===== config.mk =====
export PLATFORM = sky130hd
export DESIGN_NAME = mem_ctrl_arbiter_flat
export DESIGN_NICKNAME = d
export VERILOG_FILES = /design/src/rtl/mem_ctrl_arbiter_if.sv /design/src/rtl/mem_ctrl_arbiter.sv /design/src/flat_wrapper.sv
export SDC_FILE = /design/constraint.sdc
export NUM_CORES = 1
export LEC_CHECK = 0
export BUFFER_PORTS_ARGS = -buffer_cell sky130_fd_sc_hd__buf_4
export CAP_MARGIN = 25
export CORE_AREA = 2 2 148 121
export DETAILED_ROUTE_END_ITERATION = 8
export DIE_AREA = 0 0 150 123
export GPL_TIMING_DRIVEN = 1
export PLACE_DENSITY_LB_ADDON = 0.25
export SLEW_MARGIN = 20
export SYNTH_ARGS = -nofsm -noshare
export SYNTH_HDL_FRONTEND = slang
export SYNTH_SLANG_ARGS = --single-unit
export TNS_END_PERCENT = 50

===== constraint.sdc =====
create_clock -name clk -period 4.2 [get_ports clk]
set_input_delay 0.63 -clock clk [delete_from_list [all_inputs] [get_ports clk]]
set_output_delay 0.63 -clock clk [all_outputs]
set_load 0.02 [all_outputs]

===== src/rtl/mem_ctrl_arbiter_if.sv =====
// Bundle between the IF/MEM stages, the memory arbiter and the byte-wide RAM.
// IO_BUFFER_FULL_EN adds the io_buffer_full back-pressure input.
interface mem_ctrl_arbiter_if #(
    parameter int unsigned ADDR_W = 32,
    parameter int unsigned DATA_W = 32
);
    logic              if_req;
    logic [ADDR_W-1:0] if_addr;
    logic              if_flush;
    logic              if_done;
    logic [DATA_W-1:0] if_inst;

    logic              mem_req;
    logic              mem_wr;
    logic [ADDR_W-1:0] mem_addr;
    logic [1:0]        mem_type;
    logic [DATA_W-1:0] mem_store_data;
    logic              mem_done;
    logic [DATA_W-1:0] mem_load_data;

    logic [ADDR_W-1:0] ram_addr;
    logic              ram_wr;
    logic [7:0]        ram_dout;
    logic [7:0]        ram_din;
`ifdef IO_BUFFER_FULL_EN
    logic              io_buffer_full;
`endif

    modport slave (
        input  if_req, if_addr, if_flush,
        input  mem_req, mem_wr, mem_addr, mem_type, mem_store_data,
        input  ram_din,
`ifdef IO_BUFFER_FULL_EN
        input  io_buffer_full,
`endif
        output if_done, if_inst, mem_done, mem_load_data,
        output ram_addr, ram_wr, ram_dout
    );

    modport master (
        output if_req, if_addr, if_flush,
        output mem_req, mem_wr, mem_addr, mem_type, mem_store_data,
        output ram_din,
`ifdef IO_BUFFER_FULL_EN
        output io_buffer_full,
`endif
        input  if_done, if_inst, mem_done, mem_load_data,
        input  ram_addr, ram_wr, ram_dout
    );
endinterface


===== src/rtl/mem_ctrl_arbiter.sv =====
// Shares the byte-wide RAM port between instruction fetch and MEM load/store,
// serialising 1/2/4-byte accesses. IO_BUFFER_FULL_EN holds off IO-range writes.
module mem_ctrl_arbiter #(
    parameter int unsigned ADDR_W = 32,
    parameter int unsigned DATA_W = 32
) (
    input  logic                clk,
    input  logic                rst,
    input  logic                rdy,
    mem_ctrl_arbiter_if.slave   bus
);
    localparam int unsigned CNT_W = 3;

    typedef enum logic [2:0] {
        S_IDLE,
        S_IF_RD,
        S_LS_RD,
        S_LS_WR,
        S_DONE
    } state_e;

    state_e            state_q, state_d;
    logic [CNT_W-1:0]  cnt_q, cnt_d;
    logic [CNT_W-1:0]  size_q, size_d;
    logic [DATA_W-1:0] buf_q, buf_d;
    logic [ADDR_W-1:0] ram_addr_q, ram_addr_d;
    logic              ram_wr_q, ram_wr_d;
    logic [7:0]        ram_dout_q, ram_dout_d;
    logic              if_done_q, if_done_d;
    logic [DATA_W-1:0] if_inst_q, if_inst_d;
    logic              mem_done_q, mem_done_d;
    logic [DATA_W-1:0] mem_load_data_q, mem_load_data_d;

    logic              io_block_c;
    logic [CNT_W-1:0]  mem_size_c;
    logic [1:0]        cap_idx_c;
    logic [1:0]        nxt_idx_c;
    logic [DATA_W-1:0] merged_c;

`ifdef IO_BUFFER_FULL_EN
    assign io_block_c = bus.mem_wr && (bus.mem_addr[17:16] == 2'b11) && bus.io_buffer_full;
`else
    assign io_block_c = 1'b0;
`endif

    always_comb begin
        case (bus.mem_type)
            2'b00:   mem_size_c = CNT_W'(1);
            2'b01:   mem_size_c = CNT_W'(2);
            default: mem_size_c = CNT_W'(4);
        endcase
    end

    // Byte returned by RAM this cycle belongs to the address driven one cycle earlier.
    assign cap_idx_c = 2'(cnt_q - CNT_W'(1));
    assign nxt_idx_c = 2'(cnt_q + CNT_W'(1));

    always_comb begin
        merged_c = buf_q;
        merged_c[{cap_idx_c, 3'b000} +: 8] = bus.ram_din;
    end

    always_comb begin
        state_d         = state_q;
        cnt_d           = cnt_q;
        size_d          = size_q;
        buf_d           = buf_q;
        ram_addr_d      = ram_addr_q;
        ram_wr_d        = ram_wr_q;
        ram_dout_d      = ram_dout_q;
        if_done_d       = 1'b0;
        if_inst_d       = if_inst_q;
        mem_done_d      = 1'b0;
        mem_load_data_d = mem_load_data_q;

        case (state_q)
            S_IDLE: begin
                cnt_d = '0;
                if (bus.mem_req && !io_block_c) begin
                    size_d     = mem_size_c;
                    ram_addr_d = bus.mem_addr;
                    if (bus.mem_wr) begin
                        buf_d      = bus.mem_store_data;
                        ram_wr_d   = 1'b1;
                        ram_dout_d = bus.mem_store_data[7:0];
                        state_d    = S_LS_WR;
                    end else begin
                        buf_d   = '0;
                        state_d = S_LS_RD;
                    end
                end else if (bus.if_req && !bus.if_flush) begin
                    size_d     = CNT_W'(4);
                    ram_addr_d = bus.if_addr;
                    buf_d      = '0;
                    state_d    = S_IF_RD;
                end
            end

            S_IF_RD, S_LS_RD: begin
                if (state_q == S_IF_RD && bus.if_flush) begin
                    state_d = S_IDLE;
                end else if (cnt_q == size_q) begin
                    state_d = S_DONE;
                    if (state_q == S_IF_RD) begin
                        if_done_d = 1'b1;
                        if_inst_d = merged_c;
                    end else begin
                        mem_done_d      = 1'b1;
                        mem_load_data_d = merged_c;
                    end
                end else begin
                    if (cnt_q != '0) begin
                        buf_d = merged_c;
                    end
                    if (cnt_q + CNT_W'(1) < size_q) begin
                        ram_addr_d = ram_addr_q + ADDR_W'(1);
                    end
                    cnt_d = cnt_q + CNT_W'(1);
                end
            end

            S_LS_WR: begin
                if (cnt_q + CNT_W'(1) < size_q) begin
                    cnt_d      = cnt_q + CNT_W'(1);
                    ram_addr_d = ram_addr_q + ADDR_W'(1);
                    ram_dout_d = buf_q[{nxt_idx_c, 3'b000} +: 8];
                end else begin
                    ram_wr_d   = 1'b0;
                    mem_done_d = 1'b1;
                    state_d    = S_DONE;
                end
            end

            S_DONE: begin
                state_d = S_IDLE;
            end

            default: begin
                state_d = S_IDLE;
            end
        endcase
    end

    always_ff @(posedge clk or posedge rst) begin
        if (rst) begin
            state_q         <= S_IDLE;
            cnt_q           <= '0;
            size_q          <= '0;
            buf_q           <= '0;
            ram_addr_q      <= '0;
            ram_wr_q        <= 1'b0;
            ram_dout_q      <= '0;
            if_done_q       <= 1'b0;
            if_inst_q       <= '0;
            mem_done_q      <= 1'b0;
            mem_load_data_q <= '0;
        end else if (rdy) begin
            state_q         <= state_d;
            cnt_q           <= cnt_d;
            size_q          <= size_d;
            buf_q           <= buf_d;
            ram_addr_q      <= ram_addr_d;
            ram_wr_q        <= ram_wr_d;
            ram_dout_q      <= ram_dout_d;
            if_done_q       <= if_done_d;
            if_inst_q       <= if_inst_d;
            mem_done_q      <= mem_done_d;
            mem_load_data_q <= mem_load_data_d;
        end
    end

    // Write strobe is masked while frozen so a held byte is not written twice.
    assign bus.ram_wr        = ram_wr_q & rdy;
    assign bus.ram_addr      = ram_addr_q;
    assign bus.ram_dout      = ram_dout_q;
    assign bus.if_done       = if_done_q;
    assign bus.if_inst       = if_inst_q;
    assign bus.mem_done      = mem_done_q;
    assign bus.mem_load_data = mem_load_data_q;

endmodule


===== src/flat_wrapper.sv =====
// flat-port wrapper written by rule: the top's interface ports become plain ports
module mem_ctrl_arbiter_flat 
#(
    parameter int unsigned ADDR_W = 32,
    parameter int unsigned DATA_W = 32
)
  (clk, rst, rdy, bus_if_req, bus_if_addr, bus_if_flush, bus_mem_req, bus_mem_wr, bus_mem_addr, bus_mem_type, bus_mem_store_data, bus_ram_din, bus_if_done, bus_if_inst, bus_mem_done, bus_mem_load_data, bus_ram_addr, bus_ram_wr, bus_ram_dout);
  mem_ctrl_arbiter_if #(.ADDR_W(ADDR_W), .DATA_W(DATA_W)) bus_i ();
  input  logic clk;
  input  logic rst;
  input  logic rdy;
  input wire logic [$bits(bus_i.if_req)-1:0] bus_if_req;
  input wire logic [$bits(bus_i.if_addr)-1:0] bus_if_addr;
  input wire logic [$bits(bus_i.if_flush)-1:0] bus_if_flush;
  input wire logic [$bits(bus_i.mem_req)-1:0] bus_mem_req;
  input wire logic [$bits(bus_i.mem_wr)-1:0] bus_mem_wr;
  input wire logic [$bits(bus_i.mem_addr)-1:0] bus_mem_addr;
  input wire logic [$bits(bus_i.mem_type)-1:0] bus_mem_type;
  input wire logic [$bits(bus_i.mem_store_data)-1:0] bus_mem_store_data;
  input wire logic [$bits(bus_i.ram_din)-1:0] bus_ram_din;
  output wire logic [$bits(bus_i.if_done)-1:0] bus_if_done;
  output wire logic [$bits(bus_i.if_inst)-1:0] bus_if_inst;
  output wire logic [$bits(bus_i.mem_done)-1:0] bus_mem_done;
  output wire logic [$bits(bus_i.mem_load_data)-1:0] bus_mem_load_data;
  output wire logic [$bits(bus_i.ram_addr)-1:0] bus_ram_addr;
  output wire logic [$bits(bus_i.ram_wr)-1:0] bus_ram_wr;
  output wire logic [$bits(bus_i.ram_dout)-1:0] bus_ram_dout;
  assign bus_i.if_req = bus_if_req;
  assign bus_i.if_addr = bus_if_addr;
  assign bus_i.if_flush = bus_if_flush;
  assign bus_i.mem_req = bus_mem_req;
  assign bus_i.mem_wr = bus_mem_wr;
  assign bus_i.mem_addr = bus_mem_addr;
  assign bus_i.mem_type = bus_mem_type;
  assign bus_i.mem_store_data = bus_mem_store_data;
  assign bus_i.ram_din = bus_ram_din;
  assign bus_if_done = bus_i.if_done;
  assign bus_if_inst = bus_i.if_inst;
  assign bus_mem_done = bus_i.mem_done;
  assign bus_mem_load_data = bus_i.mem_load_data;
  assign bus_ram_addr = bus_i.ram_addr;
  assign bus_ram_wr = bus_i.ram_wr;
  assign bus_ram_dout = bus_i.ram_dout;
  mem_ctrl_arbiter #(.ADDR_W(ADDR_W), .DATA_W(DATA_W)) u_core (.clk(clk), .rst(rst), .rdy(rdy), .bus(bus_i));
endmodule

==> results by group <==
Run status
  – Outcome: finished, final reports clean

Yosys
  – Yosys warnings: 0
  – Syn_nets: 996
  – Seq/Total Area, Yosys: 0.459
  – Synth Cell Area: 0.00807 sq mm
  – Synth cell types: 61
  – Flops & latches, synth: 148
  – Post-synth top cells: dfrtp_1 (148), nor2_1 (138), a21oi_1 (134), a31oi_1 (41), nor2b_1 (39)
  – Count leader, synth: dfrtp_1
  – Leading post-synthesis cells by cell area: dfrtp_1 (46%), a21oi_1 (8.3%), nor2_1 (6.4%)
  – EDFF count, synth: 0
  – Synth top area share: 0.459
  – Asr flop ratio synth: 1.00
  – Mapped Cells: 873
  – Ys flop type: dfrtp_1
  – Syn_area_per_cell: 9.24 sq um
  – Area leader, netlist: dfrtp_1

Floorplan
  – Chip width: 150 um
  – Ports: 220
  – Die area: 0.0185 sq mm
  – # rows: 43
  – Core area: 0.0170 sq mm
  – Height of the chip: 123 um
  – Initial cell density of the core: 0.475

Placement
  – Final GP Congestion: 0.852
  – Port bufs: 219
  – Dpl cell area: 0.00982 sq mm
  – HPWL after DPL: 16,400 um

Timing
  – Max Slew Vio Count: 0
  – Worst Max-Slew Pin Slew: 874 ps
  – Fin crit share: 0.711
  – Skew final: 7.94 ps
  – Setup TNS Final: 0 ps
  – Slew HR: 0.409
  – Final hold viol count: 0
  – Final setup violation count: 0
  – RSZ-0062 raised after global routing: no
  – FMAX: 335 MHz
  – Fin crit period: 2990 ps

Global routing
  – Largest net degree at the start of global routing: 66
  – GRT Util Overall: 0.253
  – Initial antenna violation count: 0
  – Grt total ovfl: 0
  – Number of global-route vias before repair: 6,747
  – Global-route wire length before repair: 36,300 um

Power
  – Worst vdd ir: 0.000460 V
  – PwrDens: 853 mW/mm^2
  – Static Leak: 4.71 nW

Clocking
  – Post-CTS Resized: 0
  – Postcts setup bufs: 0
  – CTS tree: built
  – Clock-pin slew on the worst setup and hold paths: 60 ps
  – Clk buf depth: 2
  – CTS Buf Count: 17
  – Clock sinks: 148
  – CTS Hold Bufs: 0
  – Clk root buf: clkbuf_16
  – Clk_lat worst skew: 430 ps
  – H-tree levels: 4

Drt
  – Number of antenna-violating nets in the routed design: 0
  – Initial drt markers: 682
  – WL per Instance: 17.7 um
  – DR DRC count: 0
  – Via density: 5.68
  – Final WL: 23,000 um
  – Vias: 7,386
  – Pre-Repair DR Iteration Count: 5

Worst setup path
  – Crit path required time: 4510 ps
  – CP Class: reg2reg
  – Kind of start point of the critical path: flip-flop
  – Critical Path, Cell by Cell: inv_1 > ha_1 > ha_1 > and3b_1 > o21ai_0 > o2111a_1 > buf_4 > o21ai_0 > a22o_1
  – Slowest stage delay, CP: 460 ps
  – CP Capture Type: flip-flop
  – Max FO, Critical Path: 20
  – Slowest CP cell: dfrtp_1
  – Critical path arrival: 3300 ps

Flow run
  – Maxcap violations: 0

Layout
  – Diodes inserted: 0
  – Final non-filler cell area: 0.0104 sq mm
  – Layout area overhead: 29.2%
  – FILL cells: 1,523
  – Layout Nets: 1,186
  – Fraction of layout cells with a size suffix above 1: 0.309

Hold path
  – HP Class: in2async
[routing by layer]
metal,routed length [um],track usage,share of wire
met1,11200,0.389,0.49
met4,303,0.0637,0.013
met5,0,0,0
met3,1790,0.0638,0.078
met2,9720,0.354,0.42
[state kept, by name, indices dropped and copies added, names as in the netlist, 3 cells and up]
signal / count
u_core.buf_q: 32
u_core.bus.if_inst: 32
u_core.bus.mem_load_data: 32
u_core.bus.ram_addr: 32
u_core.bus.ram_dout: 8
u_core.cnt_q: 3
u_core.size_q: 3
u_core.state_q: 3
[per-stage QoR]
step / setup slack, ps / hold slack, ps / power [mW] / std cells / util
detailed placement: 1340 / 472 / 7.33 / 1268 / 0.578
finish: 1210 / 347 / 8.90 / 1301 / 0.613
global placement: 1340 / 466 / 7.23 / 1268 / 0.577
global route: 1020 / 405 / 9.49 / 1301 / 0.613
floorplan: 1390 / 447 / 5.74 / 873 / -
CTS: 1280 / 366 / 8.88 / 1300 / 0.612
[layout make-up]
type	count	area, sq um	share of cell area
clock inverters	13	150	0.0144
flip-flops and latches	148	3700	0.355
well taps	225	282	0.0270
inverters	15	60.1	0.00576
multi-input cells	645	4020	0.385
repair buffers	236	1780	0.171
clock buffers	19	433	0.0415
[cell usage in the layout, fill, tap and decap left out, types with 4 or more instances in the layout]
master | synthesis | routed
a21oi_2 | 28 | 28
a211oi_1 | 6 | 6
o22a_1 | 8 | 8
and2_1 | 4 | 4
nand3_1 | 16 | 16
clkinv_4 | 0 | 4
nand4_1 | 9 | 9
o22ai_1 | 10 | 10
a2bb2oi_1 | 9 | 9
nor2_1 | 138 | 138
dfrtp_1 | 148 | 148
ha_1 | 10 | 10
nor2b_1 | 39 | 39
buf_4 | 0 | 235
mux2_2 | 11 | 11
mux4_2 | 8 | 8
clkbuf_16 | 0 | 17
a22o_1 | 4 | 4
or2_2 | 4 | 4
mux2i_1 | 26 | 26
nor3_1 | 9 | 9
a31oi_1 | 41 | 41
nand2_1 | 36 | 36
inv_1 | 15 | 14
or3_1 | 4 | 4
a21oi_1 | 134 | 134
o21ai_0 | 36 | 36
[cells by family after synthesis]
kind of cell | Yosys count | synth area share
fa+ha+maj | 10 | 0.0155
mux | 45 | 0.0699
buf+inv | 80 | 0.0467
xor+xnor | 4 | 0.00434
compound gates | 303 | 0.234
flops | 148 | 0.459
simple gates | 283 | 0.171
[final timing paths]
kind | from | endpoint | slack (ps) | cells past startpoint
worst max register to register | u_core.cnt_q[1] | u_core.bus.ram_addr[11] | 1210 | 9
worst min-delay path | rst | u_core.bus.ram_addr[30] | 350 | 2
worst min register to register | u_core.bus.if_done | u_core.bus.if_done | 490 | 1
max in group asynchronous | rst | u_core.bus.if_inst[20] | 2950 | 3
min in group clk | bus_mem_type[0] | u_core.size_q[0] | 410 | 2
worst max-delay path | u_core.cnt_q[1] | u_core.bus.ram_addr[11] | 1210 | 9
[worst max-delay path: cells and delay by family (launching register included)]
kind | cells | cell delay, ps
AOI/OAI and AO/OA | 4 | 1150
adders and majority gates | 2 | 620
DFF | 1 | 460
buffers and inverters | 2 | 450
and+or+nand+nor | 1 | 210
[report_power, final]
part / total (mW) / switching (mW) / internal, mW
sequential: 2.76 / 0.643 / 2.11
clock: 1.52 / 0.639 / 0.885
combinational: 4.62 / 2.74 / 1.88
(Power assumes the default switching activity.)
